==> src/rtl/pipe_stage_reg.sv <==
// Parametrised pipeline stage register: valid/ready handshake, hit freeze, flush-to-bubble, saturating perf counters.
// Define PIPE_SKID_EN to add one skid entry (registered in_ready, states EMPTY/FULL/FULL2).
module pipe_stage_reg #(
   parameter int unsigned       CTRL_W      = 17,
   parameter int unsigned       PAYLOAD_W   = 122,
   parameter logic [CTRL_W-1:0] BUBBLE_CTRL = {CTRL_W{1'b0}},
   parameter int unsigned       CNT_W       = 16
) (
   input  logic                 CLK,
   input  logic                 RST,
   input  logic                 hit,
   input  logic                 flush,
   input  logic                 in_valid,
   output logic                 in_ready,
   input  logic [CTRL_W-1:0]    in_ctrl,
   input  logic [PAYLOAD_W-1:0] in_payload,
   output logic                 out_valid,
   input  logic                 out_ready,
   output logic [CTRL_W-1:0]    out_ctrl,
   output logic [PAYLOAD_W-1:0] out_payload,
   output logic [CNT_W-1:0]     stall_cnt,
   output logic [CNT_W-1:0]     bubble_cnt
);
   typedef enum logic [1:0] {ST_EMPTY = 2'd0, ST_FULL = 2'd1, ST_FULL2 = 2'd2} state_t;

   state_t                 state_r, state_nxt_s;
   logic                   out_valid_r;
   logic [CTRL_W-1:0]      out_ctrl_r;
   logic [PAYLOAD_W-1:0]   out_payload_r;
   logic [CNT_W-1:0]       stall_cnt_r, bubble_cnt_r;
   logic                   accept_s, release_s, load_in_s, stall_s;
   logic [1:0]             drop_s;
`ifdef PIPE_SKID_EN
   logic                   in_ready_r, load_skid_s, load_from_skid_s;
   logic [CTRL_W-1:0]      skid_ctrl_r;
   logic [PAYLOAD_W-1:0]   skid_payload_r;
`endif

   function automatic logic [CNT_W-1:0] sat_add(input logic [CNT_W-1:0] a, input logic [1:0] b);
      logic [CNT_W:0] sum;
      sum = {1'b0, a} + {{(CNT_W-1){1'b0}}, b};
      if (sum > {1'b0, {CNT_W{1'b1}}}) sat_add = {CNT_W{1'b1}};
      else                             sat_add = sum[CNT_W-1:0];
   endfunction

`ifdef PIPE_SKID_EN
   assign in_ready = in_ready_r;
`else
   assign in_ready = ~out_valid_r | out_ready;
`endif
   assign accept_s    = in_valid & in_ready & hit;
   assign release_s   = out_valid_r & out_ready & hit;
   assign stall_s     = in_valid & ~in_ready;
   assign out_valid   = out_valid_r;
   assign out_ctrl    = out_ctrl_r;
   assign out_payload = out_payload_r;
   assign stall_cnt   = stall_cnt_r;
   assign bubble_cnt  = bubble_cnt_r;

   // Next-state and data-steering decode; flush overrides every handshake.
   always_comb begin
      state_nxt_s = state_r;
      load_in_s   = 1'b0;
      drop_s      = 2'd0;
`ifdef PIPE_SKID_EN
      load_skid_s      = 1'b0;
      load_from_skid_s = 1'b0;
`endif
      if (flush) begin
         state_nxt_s = ST_EMPTY;
         case (state_r)
            ST_FULL:  drop_s = 2'd1;
            ST_FULL2: drop_s = 2'd2;
            default:  drop_s = 2'd0;
         endcase
      end else begin
         case (state_r)
            ST_EMPTY: begin
               if (accept_s) begin
                  state_nxt_s = ST_FULL;
                  load_in_s   = 1'b1;
               end else begin
                  state_nxt_s = ST_EMPTY;
               end
            end
            ST_FULL: begin
               if (accept_s && release_s) begin
                  state_nxt_s = ST_FULL;
                  load_in_s   = 1'b1;
`ifdef PIPE_SKID_EN
               end else if (accept_s) begin
                  state_nxt_s = ST_FULL2;
                  load_skid_s = 1'b1;
`endif
               end else if (release_s) begin
                  state_nxt_s = ST_EMPTY;
               end else begin
                  state_nxt_s = ST_FULL;
               end
            end
`ifdef PIPE_SKID_EN
            ST_FULL2: begin
               if (release_s) begin
                  state_nxt_s      = ST_FULL;
                  load_from_skid_s = 1'b1;
               end else begin
                  state_nxt_s = ST_FULL2;
               end
            end
`endif
            default: state_nxt_s = ST_EMPTY;
         endcase
      end
   end

   // Stage state, output bundle, skid slot and perf counters; hit=0 freezes all of it.
   always_ff @(posedge CLK or posedge RST) begin
      if (RST) begin
         state_r       <= ST_EMPTY;
         out_valid_r   <= 1'b0;
         out_ctrl_r    <= BUBBLE_CTRL;
         out_payload_r <= {PAYLOAD_W{1'b0}};
         stall_cnt_r   <= {CNT_W{1'b0}};
         bubble_cnt_r  <= {CNT_W{1'b0}};
`ifdef PIPE_SKID_EN
         in_ready_r     <= 1'b1;
         skid_ctrl_r    <= {CTRL_W{1'b0}};
         skid_payload_r <= {PAYLOAD_W{1'b0}};
`endif
      end else if (hit) begin
         state_r     <= state_nxt_s;
         out_valid_r <= (state_nxt_s != ST_EMPTY);
         // Empty stage always presents the nop bundle so stale writes never leak downstream.
         if (state_nxt_s == ST_EMPTY) begin
            out_ctrl_r <= BUBBLE_CTRL;
         end else if (load_in_s) begin
            out_ctrl_r    <= in_ctrl;
            out_payload_r <= in_payload;
`ifdef PIPE_SKID_EN
         end else if (load_from_skid_s) begin
            out_ctrl_r    <= skid_ctrl_r;
            out_payload_r <= skid_payload_r;
`endif
         end
`ifdef PIPE_SKID_EN
         in_ready_r <= (state_nxt_s != ST_FULL2);
         if (load_skid_s) begin
            skid_ctrl_r    <= in_ctrl;
            skid_payload_r <= in_payload;
         end
`endif
         stall_cnt_r  <= sat_add(stall_cnt_r, {1'b0, stall_s});
         bubble_cnt_r <= sat_add(bubble_cnt_r, drop_s);
      end
   end
endmodule

==> config.mk <==
export PLATFORM = sky130hd
export DESIGN_NAME = pipe_stage_reg
export DESIGN_NICKNAME = d
export VERILOG_FILES = /design/src/rtl/pipe_stage_reg.sv
export SDC_FILE = /design/constraint.sdc
export NUM_CORES = 1
export LEC_CHECK = 0
export ABC_AREA = 0
export CORE_UTILIZATION = 30
export DETAILED_ROUTE_END_ITERATION = 7
export DONT_BUFFER_PORTS = 1
export SETUP_SLACK_MARGIN = 0.05
export SKIP_LAST_GASP = 1
export SLEW_MARGIN = 20
export SYNTH_ARGS = -nofsm -noshare
export SYNTH_HDL_FRONTEND = slang
export SYNTH_SLANG_ARGS = --single-unit
==> constraint.sdc <==
create_clock -name CLK -period 12.7 [get_ports CLK]
set_input_delay 0 -clock CLK [delete_from_list [all_inputs] [get_ports CLK]]
set_output_delay 0 -clock CLK [all_outputs]
set_load 0.02 [all_outputs]
# Word level (Yosys, flattened, before mapping)
# Cells that the tools add are included.
# classes
n_addsub	2
n_lt_le_gt_ge	2
eq_ne	2
n_mux	15
n_bitwise	9
n_reduce_logical	7
# op_table
cell	n
17-bit by 16-bit greater-than comparator with 1-bit output (second input constant)	2
17-bit 2-to-1 mux	2
16-bit 2-to-1 mux	2
16-bit by 1-bit adder with 17-bit output	1
16-bit by 2-bit adder with 17-bit output	1
2-bit one-hot mux with 2 select lines	2
1-bit 2-to-1 mux	6
1-bit bitwise AND	5
2-bit zero test	2
2-bit 2-to-1 mux	2
2-bit nonzero test	2
1-bit NOT	3
3-bit AND reduction	1
2-bit by 1-bit equality test with 1-bit output (second input constant)	1
2-bit equality test (second input constant)	1
1-bit one-hot mux with 2 select lines	1
2-bit AND reduction	1
1-bit logical AND	1
1-bit bitwise OR	1
# word_totals
ff_bits	174

# Logic depth before layout (Yosys ltp)
# Gate-level depths: netlist (run 1).
# logic_depth
depth_word	11
depth_mapped	9

# Worst setup path after synthesis (run 1)
# Ideal clock, no wire load.
# synth_path
path_type	register to register
from	register out_valid_r, in the netlist out_valid
to	register stall_cnt_r[14], in the netlist stall_cnt[14]
setup_ns	0.125
arrival_ns	1.876
required_time_ns	12.575
path_slack_ns	10.699
stages_incl_launch_ff	9
n_path_buf	0
cell_sequence	dfrtp_1 -> inv_1 -> nor2_1 -> and2_1 -> ha_1 -> inv_1 -> nor4_2 -> nand3_1 -> mux2_2
# synth_via
elab_chain_cells	7
# synth_lines
element	line_no	source
start: declaration	27	logic out_valid_r;
start signal: assignment	132	out_valid_r <= (state_nxt_s != ST_EMPTY);
1-bit NOT (*)	49	assign in_ready = ~out_valid_r | out_ready;
1-bit bitwise OR (*)	49	
1-bit NOT (*)	53	assign stall_s = in_valid & ~in_ready;
1-bit bitwise AND (*)	53	
16-bit by 1-bit adder with 17-bit output (*)	41	sum = {1'b0, a} + {{(CNT_W-1){1'b0}}, b};
17-bit by 16-bit greater-than comparator with 1-bit output	42	if (sum > {1'b0, {CNT_W{1'b1}}}) sat_add = {CNT_W{1'b1}};
16-bit 2-to-1 mux (*)	42	
end signal: assignment	123	stall_cnt_r <= {CNT_W{1'b0}};
end signal: assignment	152	stall_cnt_r <= sat_add(stall_cnt_r, {1'b0, stall_s});
end: declaration	30	logic [CNT_W-1:0] stall_cnt_r, bubble_cnt_r;
# Mark *: on every way between the ends. The rest lies on a longest branch, timed or not.
# A chain may end at the register's enable or synchronous reset.

# Worst setup path in the final report (run 1)
# layout_path
from	register out_valid_r, in the netlist out_valid
to	register stall_cnt_r[9], in the netlist stall_cnt[9]
# Same word-level chain as after synthesis.

==> summary by stage, run 1 <==
Status
The flow ran to the end, but the final reports show violations. The checks that failed: DRC.

Placement
The half-perimeter wire length after placement is between 10,000 and 15,000 um. The worst setup slack after placement is slightly above 10,000 ps. The weighted congestion at the end of routability-driven global placement is around 0.8. The quantity of I/O buffers inserted on ports is 0.

Timing
The worst-case clock skew is 9.84 ps. For this run, the top clock speed supported by timing is 402 MHz. Setup slack on the critical path of the routed design comes to approximately 10,000 ps. The period utilization is 0.196. The worst-margin pin slew is between 900 and 1000 ps. The post-layout minimum cycle time is between 2000 and 2500 ps. Setup repair after global routing left no endpoint under its margin. The number of hold-slack violations in the final timing report is 0.

The final max-slew violation count is 0. Setup violations remaining at the end of the flow were counted as 0. Headroom to the max-slew limit came out at 0.367. For the final routed database, the setup TNS stands at 0 ps.

Min path
The worst min-delay path endpoint is stall_cnt[5]. In this run the most critical hold path is launched from hit. The worst hold path stage count is 4. The path category of the worst min-delay check is in2reg.

Cells and area
The number of nets at the end of the flow is between 700 and 800. In the final layout, the share of cells above drive strength 1 is 0.272. The filler cell count is 1,995.

For this run, the share of the core covered by cells in the final layout is 0.414. Compared with the post-synthesis result, the final layout area differs by 33.7%.

Yosys
Of the post-synthesis cell area, the part taken by muxes is 0.211. The adder-cell area share of the yosys netlist is 0.00734. Synthesis inferred ~170 register bits. The share of the Yosys chip area taken by registers is 0.631. The number of distinct library cell variants in the gate-level netlist after synthesis is 33. The number of nets handed over by synthesis was 621.

The post-synthesis cell area is 0.00682 mm^2. The gate count after technology mapping is between 400 and 500. By area, the combinational part of the netlist is dominated by multiplexers. The synthesized-area fraction occupied by ao, oa, aoi and oai cells came to 0.0261.

The post-synthesis cell type with the largest combined area is dfrtp_1. The share of synthesized area in the top cell type comes to 0.631. Yosys attributes the largest share of cell area to dfrtp_1, mux2_2, xor2_1. The post-synthesis share of cell area spent on and, or, nand and nor gates is 0.0754. The total of warnings raised by yosys is 0. The predominant post-synthesis flop cell is dfrtp_1. In this run, synthesis inferred 0 flip-flops with an integrated enable. Of the total synthesized cell area, the portion taken by XOR and XNOR cells is 0.0295.

Of all flip-flops after synthesis, the portion carrying an async set or reset was 1.00. The average instance in the mapped netlist occupies roughly 14 um^2.

Critical path
The endpoint identified for the worst register-to-register timing path is stall_cnt[9]. STA puts the critical path data required time at approximately 13,000 ps. The critical path class is reg2reg.

Along the worst path, the maximum fanout reaches 13. The number of cells on the worst reg-to-reg path is 8. The setup check on the worst reg-to-reg path leaves a slack of a little over 10,000 ps. For the worst setup path, the data arrival time is approximately 2800 ps. The worst setup path is launched from a flop. The cell with the biggest individual delay on the critical path is dfrtp_1. The largest incremental delay on the critical path is between 400 and 500 ps. In this run the critical register-to-register path is launched from out_valid. The worst setup path is captured at a flop. The signal on the critical path passes through inv_1 -> nor2_1 -> and2_1 -> ha_1 -> inv_1 -> nor4_2 -> nand3_1 -> nand3_1.

Power and ir drop
The worst ir drop on vdd is ~0.000077 V. The power density over cell area is roughly 170 mW/mm^2. The net switching power is ~0.53 mW.

Of the total power, registers draw 0.563. The total power consumption of the routed design is around 1.6 mW. The switching part of the total power is 0.338.

For this design the static power due to leakage is 3.98 nW. Of the total power, combinational logic draws 0.112. The clock network power share is 0.325. The cell-internal power is 1.03 mW.

Die
The floorplan step defined a die boundary enclosing 0.0233 mm^2. The count of standard-cell rows is 54. The starting density of the core is 0.310. The total area inside the core boundary comes to ~0.022 mm^2. The die is roughly 150 um tall. about 320 I/O pins were placed. The die width is around 150 um.

Clock tree
After clock tree synthesis, the flow added hold-fix buffers numbering ~140. The post-cts resize count is 0. The total number of clock tree sinks is approximately 170. The clock reaches the later pin of the worst-skew pair after between 400 and 500 ps. Clock tree synthesis inserted a total of 17 buffers. The root buffer cell chosen for the clock tree is clkbuf_16. After clock tree synthesis, the clock-pin slew on the worst setup and hold paths is around 70 ps. The clock passes through at most 2 buffers. TritonCTS built the clock tree. The number of post-CTS setup repair buffers is 0. The H-tree level count is 4.

Drt
After detailed routing, the number of vias per cell comes to slightly below 5. The violation count after the first detailed-route iteration is 248. The DRC violation count after routing is 14. Summing over every cut layer, the via total after detailed routing is ~4,400. The total iterations of the first detailed-routing run is 8. After detailed routing, the average wire length per cell comes to 18.8 um. The routed wire length is about 17,000 um.

The number of nets still failing antenna checks after routing is 0.

GRT
The global-route total usage across every layer is 0.149. The number of global-route vias before repair is roughly 4,800. The initial antenna violation count is 1. After global routing the overflow that remains totals 0. The global-route wire length before repair is approximately 27,000 um. The pin count of the biggest net entering global routing is 99.

Flow run
The tool flagged a number of max-cap violations equal to 0.
-- cell usage in the layout (no fill, tap or decap), types with 4 or more instances in the layout --
| cell | n |
|---|---|
| nor4_1 | 5 |
| xnor2_1 | 4 |
| nand4_1 | 16 |
| xor2_1 | 19 |
| clkbuf_16 | 17 |
| ha_1 | 4 |
| dfrtp_1 | 172 |
| dlygate4sd3_1 | 144 |
| a22o_1 | 17 |
| nand3_1 | 14 |
| mux2_2 | 126 |
| nand2_1 | 36 |
| and3_1 | 4 |
| inv_6 | 4 |
-- logic make-up after synthesis --
| kind of cell | Yosys count |
|---|---|
| compound gates | 22 |
| mux | 128 |
| fa+ha+maj | 4 |
| buf+inv | 27 |
| flops | 172 |
| xor+xnor | 23 |
| simple gates | 96 |
-- per-layer routing --
layer | wire length (um) | GRT usage | vias to the layer above | part of all wire
met5 | 0 | 0 | - | 0
met2 | 9250 | 0.269 | 188 | 0.54
met3 | 1140 | 0.0475 | 21 | 0.067
met4 | 287 | 0.0539 | 0 | 0.017
li1 | - | - | 1960 | -
met1 | 6410 | 0.164 | 2222 | 0.38
-- metrics by stage --
step / area [um^2] / instances / hold WS [ps]
2_1_floorplan: 6820 / 472 / 89.1
3_3_place_gp: 7090 / 732 / 60.3
3_5_place_dp: 7090 / 732 / 78.3
4_1_cts: 9110 / 908 / 15.0
5_1_grt: 9110 / 909 / 54.0
6_report: 9110 / 909 / 41.8
-- how the worst max path moves through the flow --
stage / start / to / slack, ps / cells past startpoint
2_1_floorplan: RST / bubble_cnt[0] / 8040 / 1
3_3_place_gp: out_valid / stall_cnt[0] / 10370 / 8
3_5_place_dp: out_valid / stall_cnt[9] / 10240 / 8
4_1_cts: out_valid / stall_cnt[7] / 10230 / 8
5_1_grt: out_valid / stall_cnt[9] / 9950 / 8
6_report: out_valid / stall_cnt[9] / 10210 / 8
-- synthesized netlist by cell type (2+ instances only) --
| cell | instances |
|---|---|
| a21oi_1 | 2 |
| a22o_1 | 17 |
| and2_1 | 3 |
| and3_1 | 4 |
| and4_1 | 3 |
| buf_2 | 19 |
| clkbuf_1 | 3 |
| dfrtp_1 | 172 |
| ha_1 | 4 |
| inv_1 | 4 |
| mux2_2 | 126 |
| mux2i_1 | 2 |
| nand2_1 | 36 |
| nand2b_1 | 2 |
| nand3_1 | 14 |
| nand4_1 | 16 |
| nor2_1 | 2 |
| nor3_1 | 3 |
| nor4_1 | 5 |
| xnor2_1 | 4 |
| xor2_1 | 19 |
-- flip-flops by register name, summed over array words and instances, names as in the netlist --
signal	flops
stall_cnt	16
bubble_cnt	16
out_valid	1
out_ctrl	17
out_payload	122
-- final cells by class --
class	instances	area (um^2)	share of cell area
well taps	280	350	0.0384
diodes	1	2.50	0.000275
repair buffers	147	1460	0.161
multi-input cells	273	2390	0.262
clock buffers	19	453	0.0497
flip-flops and latches	172	4300	0.472
inverters	4	20.0	0.00220
clock inverters	13	130	0.0143
-- critical path, delay by kind of cell (launching register included) --
family,cells,cell delay [ps]
and+or+nand+nor,5,1490
DFF,1,480
buffers and inverters,2,200
adders and majority gates,1,240
-- power by group through the flow --
stage               Combinational (mW)  Clock, mW  Sequential (mW)
CTS                              0.174      0.522            0.874
finish                           0.174      0.506            0.876
detailed placement               0.138          0            0.883
floorplan                        0.117          0            0.846
global placement                 0.126          0            0.882
global route                     0.193      0.546            0.887
No activity file was read; power rests on OpenSTA's default activity.
==> run 2: changes to the inputs <==
clock period = 2.1 ns   (was 12.7 ns; I/O delays follow)
==> summary by stage, run 2 (same netlist as run 1, synthesis figures left out) <==
Status
The run finished, with violations left. The checks that failed: DRC.

Power and ir drop
The leakage power is ~4.1 nW. The switching part of the total power is 0.337. The clock network power share is 0.316. The share of total power dissipated in combinational logic is 0.134. In this run the power density over the cells is 1010 mW/mm^2. Of the total power, registers draw 0.550. The worst-case IR drop observed on VDD is roughly 0.00047 V. The net switching power is between 3 and 4 mW. The cell-internal power is ~6.2 mW.

Clock tree
The clock tree synthesis step divided the H-tree into 4 levels. The number of buffers added by the clock tree synthesis step is 17. TritonCTS built the clock tree.

Post-CTS timing repair inserted 0 buffers for setup. The number of buffers on the longest clock path is 2. Clock latency on the worst-skew pair, taken at its later pin, is just over 400 ps. The clock slew seen by the registers of the worst setup and hold paths is approximately 70 ps. The total number of clock tree sinks is between 150 and 200. The cell sitting at the root of the clock tree is a clkbuf_16.

Drt
The routed wire length is 17,600 um. The DRC violation count after routing is 16. The total iterations of the first detailed-routing run is 6. Summing over every cut layer, the via total after detailed routing is about 4,500. In the final routed layout, each cell accounts on average for 18.8 um. The vias per cell is around 4.8. The number of nets still failing antenna checks after routing is 0.

The violation count after the first detailed-route iteration is around 150.

Critical path
The logic depth of the worst path, buffers included is 6. In this run the worst setup path begins at out_valid. The worst register-to-register path begins at out_valid. The kind of cell with the highest combined delay along the critical path is buffers and inverters.

The register-to-register path setup slack is about 180 ps. Counting both buffers and inverters, the worst setup path holds a total of 3. The slowest stage of the critical path is the dfrtp_1 cell. For the worst setup path, the data required time is ~2400 ps. STA classifies the critical path endpoint as a flop. The signal arrival time at the worst endpoint is roughly 2200 ps. The largest incremental delay on the critical path is about 390 ps. The critical path class is reg2reg.

STA classifies the critical path startpoint as a flop. Traced cell by cell, the critical path runs through inv_1 -> nor2_1 -> buf_4 -> nor3_4 -> buf_6 -> mux2_2. The number of cells on the worst reg-to-reg path is 6. In this run the worst path has a maximum fanout of 37.

Cells and area
Once layout is complete, the cells apart from fillers number ~940. The relative area change from synthesis to final layout is 37.4%. The number of nets at the end of the flow is a little under 800. The number of flip-flops under the largest register name is 122. In the layout the commonest cells are dfrtp_1, dlygate4sd3_1, mux2_2. Leaving out fill and tap cells, the most frequent cell in the layout is dfrtp_1. In the final layout, the share of cells above drive strength 1 is 0.301.

GRT
Across every metal layer, demand over resource in global routing totals 0.152. The number of global-route vias before repair is around 5,000. The initial antenna violation count is 1. Global routing finished with a remaining overflow of 0. The first global-routing pass estimated around 28,000 um of wire.

The pin count of the biggest net entering global routing is 86.

Timing
The maximum clock rate is 521 MHz. The period utilization is 0.914. Setup repair after global routing left no endpoint under its margin. The routed design could run at a clock period as short as 1920 ps. The worst-case clock skew is 7.45 ps.

The final max-slew violation count is 0. The number of hold-slack violations in the final timing report is 0. Measured against its own limit, the worst slew margin works out to 0.666. The worst-margin pin slew is 501 ps. Setup violations remaining at the end of the flow were counted as 0. The summed negative setup slack over all endpoints is 0 ps.

Die
~320 I/O pins were placed. The floorplan step defined a die boundary enclosing 0.0233 mm^2. The die height is roughly 150 um. The count of standard-cell rows is between 50 and 60. In this run the horizontal extent of the chip is 153 um.

The starting density of the core is 0.310. The region available for standard cell placement spans about 0.022 mm^2.

Placement
The quantity of I/O buffers inserted on ports is 0. Routability-driven placement finished with a final weighted congestion of 0.839. The half-perimeter wire length after placement is around 11,000 um. The placed instance count is approximately 760.

Min path
The path category of the worst min-delay check is in2reg. The worst hold path stage count is 2. In this run the most critical hold path is launched from flush.

Flow run
Max-cap violations in this run came to 0.
-- run 2: cell types whose count changed in the layout (fill, tap and decap cells not counted), sizes merged --
| cell | previous run | this run |
|---|---|---|
| buf | 3 | 27 |
| clkbuf | 19 | 18 |
| clkinvlp | 3 | 4 |
| dlygate4sd3 | 144 | 145 |
| inv | 9 | 10 |
-- run 2: timing repair --
| item | CTS | global route |
|---|---|---|
| pin swaps | 0 | 1 |
| endpoints found under the setup margin | 1 | 126 |
| resized for setup | 1 | 4 |
| cloned | 0 | 1 |
| hold buffers | 144 | 1 |
| hold endpoints to repair | 323 | 1 |
-- run 2: worst paths after layout --
path,end
worst max-delay path,out_payload[89]
worst min-delay path,out_ctrl[7]
worst max register to register,out_payload[89]
worst min register to register,bubble_cnt[8]
max in group asynchronous,out_payload[39]
min in group asynchronous,out_payload[15]
-- run 2: layout make-up --
| cell class | count | area [um^2] |
|---|---|---|
| Inverter | 4 | 18.8 |
| Sequential cell | 172 | 4300 |
| Antenna cell | 1 | 2.50 |
| Tap cell | 280 | 350 |
| Clock inverter | 15 | 133 |
| Timing Repair Buffer | 173 | 1720 |
| Fill cell | 1945 | 12700 |
| Clock buffer | 17 | 425 |
| Multi-Input combinational cell | 273 | 2410 |
-- run 2: metrics by stage --
stage	setup WS [ps]	util	cell area (um^2)	hold WS, ps	power, mW
after floorplan	-96.7	-	6820	89.1	5.82
after global placement	119	0.332	7310	-107	6.18
after detailed placement	70.7	0.332	7310	-97.4	6.25
after CTS	66.3	0.423	9320	8.43	9.50
after global routing	86.2	0.425	9370	39.2	9.85
final	180	0.425	9370	27.6	9.42
-- run 2: routing by layer --
metal,share of wire,GRT usage,up-vias
li1,-,-,2018
met1,0.37,0.166,2284
met2,0.53,0.269,196
met3,0.080,0.0566,18
met4,0.016,0.0529,0
met5,0,0,-
-- run 2: power by group through the flow --
stage	clock network, mW	logic [mW]	registers (mW)
5_1_grt	3.23	1.38	5.24
2_1_floorplan	0	0.706	5.12
6_report	2.98	1.26	5.18
3_3_place_gp	0	0.965	5.22
3_5_place_dp	0	1.03	5.22
4_1_cts	3.07	1.26	5.17
==> run 3: changes to the inputs <==
CORE_MARGIN = 2   (was default)
==> summary by stage, run 3 (same netlist as run 1, synthesis figures left out) <==
Min path
For hold timing, the worst endpoint is stall_cnt[7]. In this run the worst hold path is classified as in2reg. The startpoint identified for the worst hold timing path is hit. The worst hold path was traced through 4 stages.

Timing
The period utilization is 0.920. The number of hold-slack violations in the final timing report is 0. The final max-slew violation count is 0.

After layout, the minimum clock period comes to roughly 1900 ps. Setup repair after global routing could not meet its margin everywhere. Headroom to the max-slew limit came out at 0.455.

The worst-case clock skew is approximately 7.5 ps. The maximum clock rate is 517 MHz. Setup violations remaining at the end of the flow were counted as 0. For the pin with the worst max-slew slack, the measured transition is 816 ps.

Critical path
The worst reg2reg path endpoint is out_payload[73]. The worst setup path is launched from a flop. The critical path class is reg2reg.

STA classifies the critical path endpoint as a flop. The worst register-to-register path begins at out_valid. The number of cells on the worst reg-to-reg path is 6. The register-to-register path setup slack is approximately 170 ps.

Data on the critical path is required at its endpoint by ~2400 ps. The maximum fanout count along the critical path is 64. The signal arrival time at the worst endpoint is between 2000 and 2500 ps.

Drt
The vias per cell is approximately 4.8. The violation count after the first detailed-route iteration is 217. The total via count in the routed design is ~4,500. The pre-antenna-repair detailed-routing pass consisted of 4 iterations. In this run the remaining antenna-violating nets after routing total 0. The routed wire length per instance is about 19 um. The final layout contains routed wiring with a total length of 17,700 um. After detailed routing, the number of remaining DRC violations is 0.

Clock tree
Counting every sink on the clock net gives approximately 170. The number of buffers added by the clock tree synthesis step is 17. The latest clock arrival within the worst-skew pair is 410 ps.

The CTS tree is built. After clock tree synthesis, the clock-pin slew on the worst setup and hold paths is around 70 ps. Clock tree synthesis selected as its root buffer the cell clkbuf_16.

The H-tree level count is 4. The number of post-CTS setup repair buffers is 0. In this run the deepest clock path goes through 2 buffers.

Placement
The placed instance count is approximately 770. Once detailed placement completed, the half-perimeter wirelength came to between 10,000 and 15,000 um. The quantity of I/O buffers inserted on ports is 0. In this run the cell area measured after placement is approximately 0.0074 mm^2. Routability-driven placement finished with a final weighted congestion of 0.777.

Cells and area
In the final layout, the multi-input gates occupy 0.00239 mm^2. After the last flow step, the layout net total stands at 800. Fill cells in the final layout number between 2,000 and 2,500. The most common cell after layout, fill and taps aside is dfrtp_1. Summing all flip-flop and latch instances after layout gives roughly 0.0043 mm^2.

The number of standard cells in the layout, taps in and fillers out is around 950. Of the cells placed in the final design, the portion with a size suffix greater than 1 is 0.310. 0 antenna diodes ended up in the layout.

The number of flip-flops under the largest register name is 122. Compared with the post-synthesis result, the final layout area differs by 39.2%. The area of all placed cells without fillers is between 0.009 and 0.01 mm^2. In the layout the commonest cells are dfrtp_1, dlygate4sd3_1, mux2_2.

Die
The die height is about 150 um. The total die area is 0.0240 mm^2. The number of top-level pins is ~320. The die width is roughly 150 um. In this run the standard cell core region covers 0.0225 mm^2. The count of standard-cell rows is 55. The starting density of the core is 0.303.

Power and ir drop
The power density over cell area is roughly 1000 mW/mm^2. The worst ir drop on vdd is about 0.00045 V. The leakage power is ~4.2 nW.

GRT
The number of global-route vias before repair was 5,109. Entering global routing, the biggest net connects 76 pins. The global-route wire length before repair is roughly 27,000 um. The initial antenna violation count is 0. In the global route stage, overall resource usage came out at 0.145. The total overflow left after global routing is 0.

Status
The flow ran to the end, and the final reports show no timing, DRC or antenna violations.

Flow run
The max-capacitance violation count is 0.
run 3: layer usage:
metal  up-vias  share of wire  GRT usage
met5         -              0          0
met4         0          0.017     0.0542
met3        19          0.081     0.0516
met2       239           0.54      0.264
met1      2241           0.37      0.153
li1       2034              -          -
run 3: worst max-delay path, cell delays in order (launching register included):
cell and delay (ps):
dfrtp_1 380, inv_1 70, nor2_1 50, buf_4 140
nor3_4 380, buf_12 310, mux2_2 390
run 3: where the power goes:
part	switching [mW]	internal, mW
clock network	1.45	1.74
logic	0.529	0.767
registers	1.22	3.93
total	3.20	6.44
run 3: worst max path at each step:
stage,start,to,cells after the start
3_3_place_gp,out_valid,out_payload[50],6
3_5_place_dp,out_valid,out_payload[84],6
6_report,out_valid,out_payload[73],6
2_1_floorplan,RST,bubble_cnt[0],1
5_1_grt,out_valid,out_payload[73],6
4_1_cts,out_valid,out_payload[7],6
run 3: cell type report:
class	instances	area share
clock inverter	14	0.0182
multi-input combinational	273	0.252
sequential	172	0.453
clock buffer	18	0.0463
inverter	4	0.00198
tap	285	0.0376
timing repair buffer	183	0.191
run 3: timing repair:
| action | in CTS | in global routing |
|---|---|---|
| hold endpoints to repair | 173 | 0 |
| setup endpoints to repair | 0 | 27 |
| hold buffers | 144 | 0 |
| gates resized for setup | 0 | 4 |
run 3: stage by stage:
stage          setup TNS, ps  utilization  hold WS (ps)  worst slack, ps  power, mW
2_1_floorplan         -16630            -          89.1            -96.7       5.82
3_3_place_gp               0        0.329          59.9              252       6.20
3_5_place_dp               0        0.329          74.7              188       6.26
4_1_cts                    0        0.421          43.9              167       9.76
5_1_grt                    0        0.422          65.9             47.3       10.1
6_report                   0        0.422          75.5              167       9.64
